--- src/rtl/max_pool_pkg.sv ---
// Shared definitions for the forward max reduction and the max-unpool accumulator.
package max_pool_pkg;

    localparam int DEFAULT_DATA_WIDTH = 8;
    localparam int DEFAULT_NUM_DATA   = 16;
    localparam int DEFAULT_IDX_WIDTH  = $clog2(DEFAULT_NUM_DATA);

    typedef enum logic {
        EMPTY   = 1'b0,
        PARTIAL = 1'b1
    } acc_state_t;

    // Low bit position of a lane inside a packed lane vector.
    function automatic int lane_lo(input int lane, input int width);
        return lane * width;
    endfunction

endpackage

--- src/rtl/max_unpool_acc_16_unpool_lane.sv ---
// One accumulator lane plus its hit bit. Build option: MAX_UNPOOL_SAT_EN selects a
// saturating add; otherwise the lane add wraps.
module unpool_lane #(
    parameter int DATA_WIDTH = 8
) (
    input  logic                  clk,
    input  logic                  reset,
    input  logic                  clear,
    input  logic                  wr_en,
    input  logic [DATA_WIDTH-1:0] addend,
    output logic [DATA_WIDTH-1:0] next_acc,
    output logic                  next_hit
);

    logic [DATA_WIDTH-1:0] acc;
    logic                  hit;
    logic [DATA_WIDTH-1:0] sum;

`ifdef MAX_UNPOOL_SAT_EN
    logic [DATA_WIDTH:0] wide_sum;
    assign wide_sum = {1'b0, acc} + {1'b0, addend};
    // A carry pins the lane at full scale; later adds cannot move it down.
    assign sum = wide_sum[DATA_WIDTH] ? {DATA_WIDTH{1'b1}} : wide_sum[DATA_WIDTH-1:0];
`else
    assign sum = acc + addend;
`endif

    // Next values include this cycle's write so the emit path can capture them.
    assign next_acc = wr_en ? sum : acc;
    assign next_hit = hit | wr_en;

    always_ff @(posedge clk) begin
        if (reset || clear) begin
            acc <= '0;
            hit <= 1'b0;
        end else if (wr_en) begin
            acc <= sum;
            hit <= 1'b1;
        end
    end

endmodule

--- src/rtl/max_unpool_acc_16.sv ---
// Max-unpool accumulator: scatters (value, idx) tokens into lanes and emits the
// lane vector plus hit mask on each group-closing token. Option: MAX_UNPOOL_SAT_EN.
module max_unpool_acc_16
    import max_pool_pkg::*;
#(
    parameter int DATA_WIDTH = DEFAULT_DATA_WIDTH,
    parameter int NUM_DATA   = DEFAULT_NUM_DATA,
    parameter int IDX_WIDTH  = $clog2(NUM_DATA)
) (
    input  logic                           clk,
    input  logic                           reset,
    input  logic                           in_valid,
    output logic                           in_ready,
    input  logic [DATA_WIDTH-1:0]          in_data,
    input  logic [IDX_WIDTH-1:0]           in_idx,
    input  logic                           in_last,
    output logic                           out_valid,
    input  logic                           out_ready,
    output logic [DATA_WIDTH*NUM_DATA-1:0] out_data_set,
    output logic [NUM_DATA-1:0]            out_hit_mask
);

    acc_state_t                    state;
    logic                          accept;
    logic                          emit;
    logic [DATA_WIDTH*NUM_DATA-1:0] next_data;
    logic [NUM_DATA-1:0]           next_hit;

    assign in_ready = !(out_valid && !out_ready);
    assign accept   = in_valid && in_ready;
    assign emit     = accept && in_last;

    // Out-of-range indices match no lane, so such tokens only advance the group.
    for (genvar i = 0; i < NUM_DATA; i++) begin : g_lane
        unpool_lane #(
            .DATA_WIDTH(DATA_WIDTH)
        ) u_lane (
            .clk     (clk),
            .reset   (reset),
            .clear   (emit),
            .wr_en   (accept && (in_idx == IDX_WIDTH'(i))),
            .addend  (in_data),
            .next_acc(next_data[lane_lo(i, DATA_WIDTH) +: DATA_WIDTH]),
            .next_hit(next_hit[i])
        );
    end

    always_ff @(posedge clk) begin
        if (reset) begin
            state <= EMPTY;
        end else if (accept) begin
            state <= in_last ? EMPTY : PARTIAL;
        end
    end

    // A pop and a fresh emit on the same edge reload without a bubble.
    always_ff @(posedge clk) begin
        if (reset) begin
            out_valid    <= 1'b0;
            out_data_set <= '0;
            out_hit_mask <= '0;
        end else if (emit) begin
            out_valid    <= 1'b1;
            out_data_set <= next_data;
            out_hit_mask <= next_hit;
        end else if (out_valid && out_ready) begin
            out_valid <= 1'b0;
        end
    end

endmodule

--- config.mk ---
export PLATFORM = sky130hd
export DESIGN_NAME = max_unpool_acc_16
export DESIGN_NICKNAME = d
export VERILOG_FILES = /design/src/rtl/max_pool_pkg.sv /design/src/rtl/max_unpool_acc_16_unpool_lane.sv /design/src/rtl/max_unpool_acc_16.sv
export SDC_FILE = /design/constraint.sdc
export NUM_CORES = 1
export LEC_CHECK = 0
export CAP_MARGIN = 10
export CORE_MARGIN = 5
export CORE_UTILIZATION = 50
export DETAILED_ROUTE_END_ITERATION = 8
export PLACE_DENSITY_LB_ADDON = 0.2
export REMOVE_ABC_BUFFERS = 1
export SYNTH_ARGS = -nofsm -noshare
export SYNTH_HDL_FRONTEND = slang
export SYNTH_SLANG_ARGS = --single-unit
--- constraint.sdc ---
create_clock -name clk -period 4.6 [get_ports clk]
set_clock_uncertainty 0.05 [all_clocks]
set_input_delay 0.92 -clock clk [delete_from_list [all_inputs] [get_ports clk]]
set_output_delay 0.92 -clock clk [all_outputs]
set_load 0.005 [all_outputs]
Yosys cells after proc, flatten, opt, wreduce, memory -nomap -nowiden
Cells that the tools add are included.
{"block": "word_totals", "output_inout_bits": 146, "input_bits": 17, "reg_bits": 289}
{"block": "op_classes", "reduce_logical": 25, "mux": 18, "bitwise": 16, "n_eq_ne": 15, "addsub": 16}
{"op": "8-bit adder", "count": 16}
{"op": "8-bit two-way mux", "count": 16}
{"op": "4-bit == test, second input constant", "count": 8}
{"op": "1-bit logical AND", "count": 20}
{"op": "4-bit by 3-bit == test with 1-bit output, second input constant", "count": 4}
{"op": "1-bit OR", "count": 16}
{"op": "4-bit by 2-bit == test with 1-bit output, second input constant", "count": 2}
{"op": "4-bit by 1-bit == test with 1-bit output, second input constant", "count": 1}
{"op": "4-bit zero test", "count": 1}
{"op": "1-bit zero test", "count": 2}
{"op": "1-bit two-way mux", "count": 2}
{"op": "2-bit nonzero test", "count": 1}
{"op": "1-bit logical OR", "count": 1}

Logic depth before layout (Yosys ltp)
{"block": "depth", "depth_word": 6, "depth_mapped": 8}

Cells and area by module
Synthesis repeated with hierarchy kept, for this count alone.
{"block": "unflattened", "cells_unflattened": 1874, "area_unflattened_um2": 17307.8}
{"mod": "unpool_lane at g_lane[0].u_lane ...", "instances": 11, "cells_each": 76, "area_per_inst_um2": 674.4}
{"mod": "max_unpool_acc_16", "instances": 1, "cells_each": 658, "area_per_inst_um2": 6592.6}
{"mod": "unpool_lane at g_lane[5].u_lane ...", "instances": 5, "cells_each": 76, "area_per_inst_um2": 659.4}

Worst setup path after synthesis
OpenSTA, ideal clock, no wires.
{"block": "synth_path", "path_type": "input to register", "from": "in in_data[1]", "to": "reg out_data_set[30]", "setup_slack_ns": 1.619, "cell_stages": 7, "path_buffers": 0, "arrival_time_ns": 2.873, "setup_time_ns": 0.059, "required_time_ns": 4.491, "cell_sequence": "inv_1 fa_1 nor2b_1 o31a_1 or4_1 nand3_1 a22o_1"}
{"block": "synth_between", "elab_chain_cells": 2}
{"item": "start, declared", "line": "max_unpool_acc_16.sv:14", "text": "input logic [DATA_WIDTH-1:0] in_data,"}
{"item": "8-bit adder", "line": "max_unpool_acc_16_unpool_lane.sv:25", "text": "assign sum = acc + addend;"}
{"item": "8-bit two-way mux", "line": "max_unpool_acc_16_unpool_lane.sv:29", "text": "assign next_acc = wr_en ? sum : acc;"}
{"item": "end signal, assigned", "line": "max_unpool_acc_16.sv:64", "text": "out_data_set <= next_data;"}
{"item": "end, declared", "line": "max_unpool_acc_16.sv:19", "text": "output logic [DATA_WIDTH*NUM_DATA-1:0] out_data_set,"}
No other way between the ends.
A chain may end at the register's enable or synchronous reset.

Final worst setup path
{"block": "layout_path", "from": "in in_data[5]", "to": "reg g_lane[12].u_lane.acc[7]"}
{"block": "layout_between", "elab_chain_cells": 2}
{"item": "8-bit adder", "line": "max_unpool_acc_16_unpool_lane.sv:25"}
{"item": "8-bit two-way mux"}
{"item": "end signal, assigned", "line": "max_unpool_acc_16_unpool_lane.sv:37", "text": "acc <= sum;"}
{"item": "end, declared", "line": "max_unpool_acc_16_unpool_lane.sv:15", "text": "logic [DATA_WIDTH-1:0] acc;"}
No other way between the ends.

==> results.toml <==
[setup_path]
slowest_delay_ns = 0.79
critPathKind = "input port to flip-flop"
path_common_cell = "a21o_1"
worst-path-buf-inv = 1
worstPathRequired_ns = 5.02
cp_top_family = "compound AO/OA/AOI/OAI gates"
critPathLaunchType = "input port"
end_kind = "flip-flop"
arrival_ns = 3.75
critical_path.cell_chain = "clkdlybuf4s50_1 > ha_1 > a21o_1 > a2111oi_0 > o211ai_1 > a21o_1 > a21oi_1"
critPathMaxFanout = 8
ff2ff_setup_slack_ns = 2.19
critical_path.slowest_cell = "clkdlybuf4s50_1"

[detailed_routing]
wl_per_cell_um = 18.0
antenna_left = 0
firstDrtPassIters = 5
vias = 13800
wl_um = 42200
drc = 0
viasPerCell = 5.85
drt_iter0_markers = 864

[clock_network]
ctsHoldBuffers = 0
numCtsBuffers = 31
cts_resized = 0
cts.sinks = 289
clkLatencyLatePin_ns = 0.56
cts.clk_slew.worst_paths_ns = 0.06
cts_buffer_depth = 3
htree_levels = 1
cts_root_buf = "clkbuf_16"
cts_tree = "yes"
post_cts_buffers = 0

[placement]
dp_slack_ns = 0.878
globalplace.congestion = 0.852
dp.final_hpwl_um = 28200
dp_cells = 2293
portBuffers = 162

[finish]
final_cells = 2349
area_growth_syn_to_layout_pct = 20.5
fin_nets = 2075
post-route-util = 0.610
drive_gt1_frac = 0.0599

[global_route]
overflow = 0
grt_usage = 0.240
grt_max_degree = 105
antenna_found_initial = 1
grt_pass1_vias = 13300
grt_pass1_wl_um = 68000

[die]
coreArea_mm2 = 0.0305
die-width_um = 186
die_area_mm2 = 0.0345
die_h_um = 186
std_cell_rows = 64
initial_core_util = 0.506
ios = 163

[run_status]
outcome = "finished, final reports clean"

[synth]
synth_ff_type = "dfxtp_1"
ys_seq_area_frac = 0.375
synth_cell_types = 60
synth_edf_count = 0
async_flop_share = 0
postSynthAreaPerCell_um2 = 8.60
synth_area_mm2 = 0.0154
yosys_warnings = 0
synth-seq-cells = 289
syn_inst = 1794

[sta]
rsz0062_at_grt = "false"
slew_headroom = 0.286
min_period_over_period = 0.723
min_period_ns = 3.33
drv_slew = 0
hold_viol = 0
setup_viol = 0
fmax_mhz = 301
tightest_slew_ns = 1.07
holdWs_ns = 0.400
worst_slack_ns = 1.27

[run]
maxCapViolations = 0

[pwr]
ir_worst_vdd_mv = 0.267
leakage_nw = 7.20
cellPowerDensity_mw_per_mm2 = 306

[hold_path]
hold_path.class = "flip-flop to flip-flop"
-- placed cells by master, fill, tap and decap left out, types with 24 or more instances in the layout --
cell type and instances:
nor2b_1 36, a21oi_1 119, a21o_1 28, o21a_1 30, nor4_1 34, dfxtp_1 289, o21ai_0 160, nor3_1 30
nand2_1 146, clkbuf_16 31, a211oi_1 36, o31ai_1 24, or3_1 25, clkdlybuf4s50_1 161, nand2b_1 31, inv_1 52
mux2i_1 71, nor2_1 170, ha_1 112, buf_4 31
-- layer usage --
layer	wire length (um)	track usage	part of all wire	up-vias
li1	-	-	-	6809
met3	2350	0.0373	0.056	83
met2	19300	0.398	0.46	362
met5	0	0	0	-
met1	19200	0.320	0.45	6496
met4	1380	0.0784	0.033	0
-- area by class of cell --
type                            count  area (um2)
Antenna cell                        1        2.50
Clock buffer                       44         895
Clock inverter                     11         208
Fill cell                        2647       11900
Inverter                           53         199
Multi-Input combinational cell   1361        9140
Sequential cell                   289        5790
Tap cell                          396         495
Timing Repair Buffer              194        1870
-- kinds of logic (layout without fill, tap and decap cells) --
logic type / Yosys count / count (layout) / synth area share
AND/OR/NAND/NOR: 574 / 574 / 0.182
buffers and inverters: 144 / 302 / 0.0358
multiplexers: 77 / 77 / 0.0504
AO/OA/AOI/OAI: 555 / 555 / 0.231
adder cells (fa/ha/maj): 128 / 128 / 0.112
flip-flops: 289 / 289 / 0.375
other: 0 / 1 / 0
XOR/XNOR: 27 / 27 / 0.0153
-- registers in the layout, summed over array words and instances, names as in the netlist --
register	count
out_hit_mask	16
out_valid	1
g_lane.u_lane.hit	16
out_data_set	128
g_lane.u_lane.acc	128
-- final timing paths --
path	start	endpoint	cells past startpoint
worst min-delay path	g_lane[11].u_lane.hit	g_lane[11].u_lane.hit	2
worst min register to register	g_lane[11].u_lane.hit	g_lane[11].u_lane.hit	2
worst max register to register	g_lane[12].u_lane.acc[1]	g_lane[12].u_lane.acc[7]	6
worst max-delay path	in_data[5]	g_lane[12].u_lane.acc[7]	7
-- worst min-delay path: stages, from the launching register on --
cell and delay (ns):
dfxtp_1 0.30, nor2_1 0.04, nor2_1 0.07
-- per-stage QoR --
step           area (um2)  TNS (ns)  power (W)
6_report            18600         0    0.00570
5_1_grt             18600         0    0.00591
4_1_cts             18600         0    0.00575
3_5_place_dp        17500         0    0.00307
3_3_place_gp        17500         0    0.00305
2_1_floorplan       15100  -1178.83    0.00287
-- where the power goes --
group | total [W] | internal (W) | switching (W)
sequential | 0.00254 | 0.00252 | 0.0000139
clock | 0.00268 | 0.00168 | 0.00100
combinational | 0.000480 | 0.000166 | 0.000314
-- Yosys cell counts, drive strengths merged (24+ instances only) --
master,n,area share
a211oi,36,0.018
a21o,28,0.014
a21oi,119,0.039
clkbuf,75,0.018
dfxtp,289,0.37
ha,112,0.091
inv,53,0.013
mux2i,71,0.046
nand2,146,0.036
nand2b,31,0.013
nor2,170,0.041
nor2b,37,0.015
nor3,40,0.016
nor4,34,0.014
o21a,30,0.015
o21ai,166,0.054
o31ai,24,0.012
or3,26,0.011
Note: power is estimated with default switching activity, not from simulation.
